## src/rtl/flag_stack_pkg.sv

```systemverilog
// Shared types and the request decoder for the flag save/restore stack.
package flag_stack_pkg;

  typedef enum logic [1:0] {
    FS_NOP,
    FS_PUSH,
    FS_POP,
    FS_SWAP
  } fs_op_e;

  typedef struct packed {
    fs_op_e op;
    logic   accept;
  } fs_dec_t;

  // A simultaneous push+pop is never an error; on an empty stack it cancels out.
  function automatic fs_dec_t fsDecode(
    input logic push,
    input logic pop,
    input logic empty,
    input logic full
  );
    fs_dec_t d;
    d.op     = FS_NOP;
    d.accept = 1'b1;
    unique case (1'b1)
      push && pop: begin
        d.op = empty ? FS_NOP : FS_SWAP;
      end
      push && !pop: begin
        if (full) d.accept = 1'b0;
        else      d.op     = FS_PUSH;
      end
      !push && pop: begin
        if (empty) d.accept = 1'b0;
        else       d.op     = FS_POP;
      end
      default: ;
    endcase
    return d;
  endfunction

endpackage

```

## src/rtl/flag_stack_mem.sv

```systemverilog
// LIFO storage for saved flag words: one write port, async read of the top.
module flag_stack_mem #(
  parameter int WIDTH = 4,
  parameter int DEPTH = 4,
  parameter int AW    = (DEPTH > 1) ? $clog2(DEPTH) : 1
) (
  input  logic             Clk,
  input  logic             WrEn,
  input  logic [AW-1:0]    WrIdx,
  input  logic [WIDTH-1:0] WrData,
  input  logic [AW-1:0]    RdIdx,
  output logic [WIDTH-1:0] RdData
);

  logic [WIDTH-1:0] mem [DEPTH];

  always_ff @(posedge Clk) begin
    if (WrEn) mem[WrIdx] <= WrData;
  end

  assign RdData = mem[RdIdx];

endmodule

```

## src/rtl/flag_stack_reg.sv

```systemverilog
// Flag register with masked writes and a DEPTH-entry save/restore stack.
// Define FLAG_STACK_ERR_EN to enable the sticky error bit and ErrClr.
module flag_stack_reg
  import flag_stack_pkg::*;
#(
  parameter int               WIDTH     = 4,
  parameter int               DEPTH     = 4,
  parameter logic [WIDTH-1:0] RESET_VAL = '0,
  localparam int              CW        = $clog2(DEPTH + 1),
  localparam int              AW        = (DEPTH > 1) ? $clog2(DEPTH) : 1
) (
  input  logic             Clk,
  input  logic             Reset_n,
  input  logic             WriteEn,
  input  logic [WIDTH-1:0] WriteMask,
  input  logic [WIDTH-1:0] FlagsIn,
  input  logic             Push,
  input  logic             Pop,
  input  logic             ErrClr,
  output logic [WIDTH-1:0] FlagsOut,
  output logic [CW-1:0]    Count,
  output logic             Full,
  output logic             Empty,
  output logic             Overflow,
  output logic             Underflow,
  output logic             ErrSticky
);

  logic [WIDTH-1:0] flags;
  logic [WIDTH-1:0] topData;
  logic [WIDTH-1:0] baseVal;
  logic [WIDTH-1:0] nextFlags;
  logic [CW-1:0]    countM1;
  logic [AW-1:0]    topIdx;
  logic [AW-1:0]    wrIdx;
  logic             wrEn;
  logic             ovfNext;
  logic             unfNext;
  fs_dec_t          dec;

  assign Full    = (Count == CW'(DEPTH));
  assign Empty   = (Count == '0);
  assign countM1 = Count - CW'(1);
  assign topIdx  = countM1[AW-1:0];

  assign dec     = fsDecode(Push, Pop, Empty, Full);
  assign ovfNext = Push && !dec.accept;
  assign unfNext = Pop && !dec.accept;

  // The stack always saves the pre-edge flags, never this cycle's write.
  assign wrEn  = (dec.op == FS_PUSH) || (dec.op == FS_SWAP);
  assign wrIdx = (dec.op == FS_PUSH) ? Count[AW-1:0] : topIdx;

  flag_stack_mem #(
    .WIDTH (WIDTH),
    .DEPTH (DEPTH),
    .AW    (AW)
  ) u_mem (
    .Clk    (Clk),
    .WrEn   (wrEn),
    .WrIdx  (wrIdx),
    .WrData (flags),
    .RdIdx  (topIdx),
    .RdData (topData)
  );

  always_comb begin
    baseVal = flags;
    if ((dec.op == FS_POP) || (dec.op == FS_SWAP)) baseVal = topData;
    nextFlags = baseVal;
    if (WriteEn) nextFlags = (baseVal & ~WriteMask) | (FlagsIn & WriteMask);
  end

  always_ff @(posedge Clk or negedge Reset_n) begin
    if (!Reset_n) begin
      flags     <= RESET_VAL;
      Count     <= '0;
      Overflow  <= 1'b0;
      Underflow <= 1'b0;
    end else begin
      flags     <= nextFlags;
      Overflow  <= ovfNext;
      Underflow <= unfNext;
      unique case (dec.op)
        FS_PUSH: Count <= Count + CW'(1);
        FS_POP:  Count <= countM1;
        default: ;
      endcase
    end
  end

  assign FlagsOut = flags;

`ifdef FLAG_STACK_ERR_EN
  logic errSticky;

  // A new rejection beats a simultaneous clear.
  always_ff @(posedge Clk or negedge Reset_n) begin
    if (!Reset_n) begin
      errSticky <= 1'b0;
    end else if (ovfNext || unfNext) begin
      errSticky <= 1'b1;
    end else if (ErrClr) begin
      errSticky <= 1'b0;
    end
  end

  assign ErrSticky = errSticky;
`else
  logic unusedErrClr;
  assign unusedErrClr = ErrClr;
  assign ErrSticky    = 1'b0;
`endif

endmodule

```

## config.mk

```make
export PLATFORM = sky130hd
export DESIGN_NAME = flag_stack_reg
export DESIGN_NICKNAME = d
export VERILOG_FILES = /design/src/rtl/flag_stack_pkg.sv /design/src/rtl/flag_stack_mem.sv /design/src/rtl/flag_stack_reg.sv
export SDC_FILE = /design/constraint.sdc
export NUM_CORES = 1
export LEC_CHECK = 0
export CAP_MARGIN = 20
export CORE_ASPECT_RATIO = 1.1
export CORE_MARGIN = 5
export CORE_UTILIZATION = 54
export DETAILED_ROUTE_END_ITERATION = 10
export HOLD_SLACK_MARGIN = 0.03
export PLACE_DENSITY = 0.85
export SLEW_MARGIN = 10
export SYNTH_ARGS = -nofsm -noshare
export SYNTH_HDL_FRONTEND = slang
export SYNTH_SLANG_ARGS = --single-unit
export TNS_END_PERCENT = 5
```

## constraint.sdc

```tcl
create_clock -name Clk -period 5.2 [get_ports Clk]
set_clock_uncertainty 0.05 [all_clocks]
set_input_delay 1.04 -clock Clk [delete_from_list [all_inputs] [get_ports Clk]]
set_output_delay 1.04 -clock Clk [all_outputs]
set_load 0.01 [all_outputs]
```

[Word level (Yosys, flattened, before mapping)]
Memory sizes are Yosys's and may differ from the RTL's.
Cells that the tools add are included.
Storage, ports and cells
  memory bits (writable): 16
  memories: 1
  input bits: 14
  register bits after elaboration: 9
  output and inout port bits: 12
Operators by class
  $add $sub $neg: 2
  eq/ne operators: 4
  multiplexer cells: 13
  bitwise logic cells: 4
  reduce and logical (&&, ||, !) cells: 12
Memories
  u_mem.mem: depth 4, width 4, rd ports 1, clocked after memory_dff 0, write ports 1, line flag_stack_mem.sv:15  | logic [WIDTH-1:0] mem [DEPTH];
Operator list (count)
  $and A4 B4 Y4: 2
  $mux W4: 2
  $mux W2: 3
  $pmux W2 S3: 1
  $pmux W3 S2: 1
  $logic_and A1 B1 Y1: 5
  $mux W1: 5
  $eq A2 B2 Y1 const B: 2
  $not A4 Y4: 1
  $or A4 B4 Y4: 1
  $add A3 B1 Y3 const B: 1
  $eq A3 B3 Y1 const B: 1
  $logic_not A1 Y1: 3
  $logic_not A3 Y1: 1
  $sub A3 B1 Y3 const B: 1
  $eq A2 B1 Y1 const B: 1
  $logic_or A1 B1 Y1: 2
  $pmux W1 S2: 1
  $reduce_bool A2 Y1: 1

[Logic depth before layout (Yosys ltp)]
  depth after elaboration: 9
  mapped depth: 11

[Hierarchy]
Synthesis repeated with hierarchy kept, for this count alone.
Unflattened totals
  cell total of the unflattened synthesis: 93
  area total of the unflattened synthesis: 1246.2 um^2
By module, submodules not included
  flag_stack_reg: area each 629.4 um^2, times used 1, sequential area each 225.2 um^2, cells an instance 69
  flag_stack_mem: area each 616.8 um^2, times used 1, sequential area each 480.5 um^2, cells an instance 24

[Least setup slack after synthesis]
OpenSTA, ideal clock, no wires.
  kind: input-to-reg
  start point: in Push
  end point: mem u_mem.mem[0][0], enable pin
  path buffers: 1
  cell stages on the path: 8
  data arrival time: 2.623 ns
  setup slack: 2.166 ns
  library setup time: 0.361 ns
  cells stage by stage: inv_1 > ha_1 > or3_1 > ha_1 > clkbuf_1 > and3b_2 > a31oi_1 > nor3_1
Between the ends
  longest elaborated chain between the ends: 7
  elaborated cells on any way between the ends: 11
  classes of those cells: 2 x eq/ne; 4 x mux; 5 x reduce/logical
RTL lines
  start, declared: line flag_stack_reg.sv:17  | input logic Push,
  $logic_not A1 Y1: line flag_stack_pkg.sv:34  | !push && pop: begin
  $logic_and A1 B1 Y1: line flag_stack_pkg.sv:34
  $pmux W2 S3 *: line flag_stack_pkg.sv:26  | unique case (1'b1)
  $eq A2 B1 Y1 or $eq A2 B2 Y1 (tied branches): line flag_stack_reg.sv:51, flag_stack_reg.sv:52
  $logic_or A1 B1 Y1: line flag_stack_reg.sv:51  | assign wrEn = (dec.op == FS_PUSH) || (dec.op == FS_SWAP);
  $mux W1: line flag_stack_mem.sv:18  | if (WrEn) mem[WrIdx] <= WrData;
  $mux W1 (not written as such): line flag_stack_mem.sv:18
  end, declared: line flag_stack_mem.sv:15
Every way passes the cells marked *; elsewhere a longest branch is shown, timed or not.

[Worst setup path in the final report]
  start point: in Pop
  end point: mem u_mem.mem[1][0], enable pin
Between the ends
  longest elaborated chain between the ends: 7
  elaborated cells on any way between the ends: 11
  classes of those cells: 2 x eq/ne; 4 x mux; 5 x reduce/logical
RTL lines
  start, declared: line flag_stack_reg.sv:18  | input logic Pop,
  $logic_not A1 Y1: line flag_stack_pkg.sv:30  | push && !pop: begin
  $logic_and A1 B1 Y1: line flag_stack_pkg.sv:30
  $pmux W2 S3 *: line flag_stack_pkg.sv:26
  $eq A2 B1 Y1 or $eq A2 B2 Y1 (tied branches): line flag_stack_reg.sv:51, flag_stack_reg.sv:52
  $logic_or A1 B1 Y1: line flag_stack_reg.sv:51
  $mux W1: line flag_stack_mem.sv:18
  $mux W1 (not written as such): line flag_stack_mem.sv:18
Marks and branches as above.

==> Flow_metrics.wiki <==
{| class="wikitable"
! Metric !! Value
|-
| Period utilisation layout || 0.704
|-
| Post-synth ARST share || 0.360
|-
| Number of gates resized after cts || 0
|-
| Width of the die || 56.6 um
|-
| Filler Cells Inserted || 171
|-
| Total of flip-flops plus latches after synthesis || 25
|-
| Power Dens Cells || 513 mW/mm2
|-
| Clock tree from TritonCTS || yes
|-
| TritonCTS Buffers || 3
|-
| Fin nets || 147
|-
| Core Area || 0.00227 mm2
|-
| Max transition margin || 0.511
|-
| Detail Route Antenna Nets || 0
|-
| Clock slew seen by the registers of the worst setup and hold paths || 0.12 ns
|-
| Kind of end point of the critical path || flip-flop
|-
| DRC Markers || 0
|-
| Starting density of the core || 0.566
|-
| Reported leakage power || 0.637 nW
|-
| Share of the synthesized area in the top cell type || 0.373
|-
| Cells after synthesis || 99
|-
| Sum of negative setup slack || 0 ns
|-
| Utilization after layout || 0.684
|-
| Critical path start-end classification || input port to flip-flop
|-
| Starting DRT DRC Count || 32
|-
| Count of pins over their slew limit || 0
|-
| RSZ-0062 raised after global routing || false
|-
| Top post-synthesis cells by area || sky130_fd_sc_hd__edfxtp_1 (37%), sky130_fd_sc_hd__dfrtp_1 (17%), sky130_fd_sc_hd__ha_1 (9.7%), sky130_fd_sc_hd__mux4_1 (4.1%), sky130_fd_sc_hd__mux2i_1 (3.9%)
|-
| Total iterations of the first detailed-routing run || 4
|-
| Outcome || completed
|-
| Routed via count || 855
|-
| Routed wire length || 2490 um
|-
| EDFF count, synth || 16
|-
| Layout Cells excl Fill || 152
|-
| Worst-path fanout max || 8
|-
| Post-CTS setup buffer count || 0
|-
| Final Critical Period || 3.66 ns
|-
| Most frequent cell after synthesis || sky130_fd_sc_hd__edfxtp_1
|-
| Placement Cell Area || 0.00153 mm2
|-
| Half-perimeter wire length after detailed placement || 1900 um
|-
| Max rail drop VDD || 0.000305 V
|-
| Proportion of synthesized chip area in sequential cells || 0.548
|-
| Fin. Hold Viols || 0
|-
| Number of endpoints failing setup at the final stage || 0
|-
| Die H || 61.2 um
|-
| Post-synthesis to final-layout area growth || 20.8%
|-
| Crit path required time || 5.10 ns
|-
| Total non-filler cell area in the finished layout || 0.00156 mm2
|-
| H-tree levels || 1
|-
| Via-per-instance ratio || 5.63
|-
| CTS Root Cell || sky130_fd_sc_hd__clkbuf_4
|-
| Number of hold-repair buffers added at the cts stage || 0
|-
| Worst path arrival time || 3.57 ns
|-
| Buffers from clock root to sink, at most || 2
|-
| Type of origin of the critical path || input port
|-
| Pin count of the biggest net entering global routing || 15
|-
| Sum of overflow across all layers after global routing || 0
|-
| Cell Count Post-Placement || 148
|-
| Worst Max-Slew Pin Slew || 0.728 ns
|-
| Floorplan die area || 0.00346 mm2
|-
| Min-delay worst type || flip-flop to flip-flop
|-
| Maximum capacitance violations || 0
|-
| Syn_nets || 123
|-
| IO Pins || 26
|-
| CTS sink cnt || 25
|-
| First-pass GRT wire length || 4010 um
|-
| Cell area after synthesis || 0.00129 mm2
|-
| Core Rows || 18
|-
| Highest attainable clock frequency || 0.273 GHz
|-
| WL per Instance || 16.4 um
|-
| Most numerous cell types in the synthesized netlist || sky130_fd_sc_hd__edfxtp_1 (16), sky130_fd_sc_hd__ha_1 (10), sky130_fd_sc_hd__dfrtp_1 (9)
|-
| Final weighted congestion in routability-driven placement || 0.718
|-
| Port-buffer cells || 23
|-
| Most used flip-flop cell after synthesis || sky130_fd_sc_hd__edfxtp_1
|-
| Global-route total usage across every layer || 0.155
|-
| Clk Latency, worst-skew pair || 0.31 ns
|-
| Synthesized area divided by synthesized cell count || 13.0 um2
|-
| Warnings from Yosys || 0
|-
| Cell accounting for the most synthesized area || sky130_fd_sc_hd__edfxtp_1
|-
| Fraction of layout instances using a drive strength above 1 || 0.0656
|-
| Via count of the first global-routing pass || 898
|-
| Antenna violations before repair || 0
|-
| Unique masters post-synth || 30
|-
| Ant. Diodes || 0
|}
==> stage by stage <==
| stage | hold slack, ns | worst slack (ns) | power [mW] |
|---|---|---|---|
| 6_report | 0.504 | 1.54 | 0.798 |
| 3_5_place_dp | 0.480 | 1.25 | 0.718 |
| 4_1_cts | 0.505 | 1.57 | 0.802 |
| 2_1_floorplan | 0.489 | 2.17 | 0.577 |
| 5_1_grt | 0.530 | 1.42 | 0.850 |
| 3_3_place_gp | 0.469 | 1.39 | 0.699 |
==> cell usage in the layout (no fill, tap or decap) <==
cell type                         instances
sky130_fd_sc_hd__a21boi_0                 1
sky130_fd_sc_hd__xnor2_1                  2
sky130_fd_sc_hd__nand2b_1                 1
sky130_fd_sc_hd__o22a_1                   1
sky130_fd_sc_hd__mux4_1                   2
sky130_fd_sc_hd__nor3_1                   5
sky130_fd_sc_hd__xor2_1                   1
sky130_fd_sc_hd__and2_1                   1
sky130_fd_sc_hd__a21oi_1                  5
sky130_fd_sc_hd__or2_1                    1
sky130_fd_sc_hd__nor2_4                   1
sky130_fd_sc_hd__o21ai_0                  1
sky130_fd_sc_hd__clkinv_2                 1
sky130_fd_sc_hd__inv_1                    7
sky130_fd_sc_hd__and3b_2                  1
sky130_fd_sc_hd__ha_1                    10
sky130_fd_sc_hd__nand2_1                  5
sky130_fd_sc_hd__mux4_2                   2
sky130_fd_sc_hd__clkbuf_4                 3
sky130_fd_sc_hd__nor2_1                   7
sky130_fd_sc_hd__mux2i_1                  5
sky130_fd_sc_hd__nor3b_1                  4
sky130_fd_sc_hd__edfxtp_1                16
sky130_fd_sc_hd__a21o_1                   1
sky130_fd_sc_hd__conb_1                   1
sky130_fd_sc_hd__dfrtp_1                  9
sky130_fd_sc_hd__clkdlybuf4s50_1         23
sky130_fd_sc_hd__a31oi_1                  4
sky130_fd_sc_hd__or3_1                    1
==> where the power goes <==
group	switching [mW]	total, mW	internal (mW)
clock network	0.0529	0.0816	0.0287
registers	0.0591	0.347	0.288
logic	0.175	0.370	0.195
total	0.287	0.798	0.511
==> layer usage <==
metal	wire [um]	vias to the layer above	track usage	part of all wire
met1	930	421	0.169	0.37
met3	151	3	0.0335	0.061
li1	-	402	-	-
met5	0	-	0	0
met2	1390	29	0.309	0.56
met4	17	0	0.0407	0.0068
==> layout make-up <==
class	count	area, um2	share of cell area
clock inverter	1	5.00	0.00322
clock buffer	3	22.5	0.0145
inverter	7	26.3	0.0169
timing repair buffer	23	230	0.148
multi-input combinational	63	528	0.340
sequential	25	706	0.454
tap	30	37.5	0.0241
==> registers in the layout, summed over array words and instances (netlist names) <==
name	flops
Underflow	1
Count	3
FlagsOut	4
u_mem.mem	16
Overflow	1
==> worst paths after layout <==
check | startpoint | end | slack [ns] | depth (start not counted)
hold / removal | Count[2] | Count[2] | 0.50 | 1
setup / recovery | Pop | u_mem.mem[1][0] | 1.54 | 9
max in group asynchronous | Reset_n | FlagsOut[3] | 3.79 | 1
hold reg to reg | Count[2] | Count[2] | 0.50 | 1
setup reg to reg | Count[0] | u_mem.mem[1][0] | 1.86 | 9
min in group asynchronous | Reset_n | Overflow | 0.99 | 1
==> critical path, stage by stage <==
cell and delay [ns]:
sky130_fd_sc_hd__clkdlybuf4s50_1 0.50, sky130_fd_sc_hd__inv_1 0.08, sky130_fd_sc_hd__ha_1 0.21, sky130_fd_sc_hd__a21oi_1 0.41
sky130_fd_sc_hd__nor2_1 0.13, sky130_fd_sc_hd__ha_1 0.30, sky130_fd_sc_hd__nor3b_1 0.23, sky130_fd_sc_hd__a31oi_1 0.06
sky130_fd_sc_hd__nor3_1 0.59
==> cell families after synthesis <==
family	after synthesis	share of synthesized area
AND/OR/NAND/NOR	27	0.114
flip-flops	25	0.548
AO/OA/AOI/OAI	13	0.0612
buffers and inverters	11	0.0418
adder cells (fa/ha/maj)	10	0.0972
multiplexers	9	0.115
XOR/XNOR	3	0.0204
other	1	0.00291
Power figures use the tool's default switching activity.
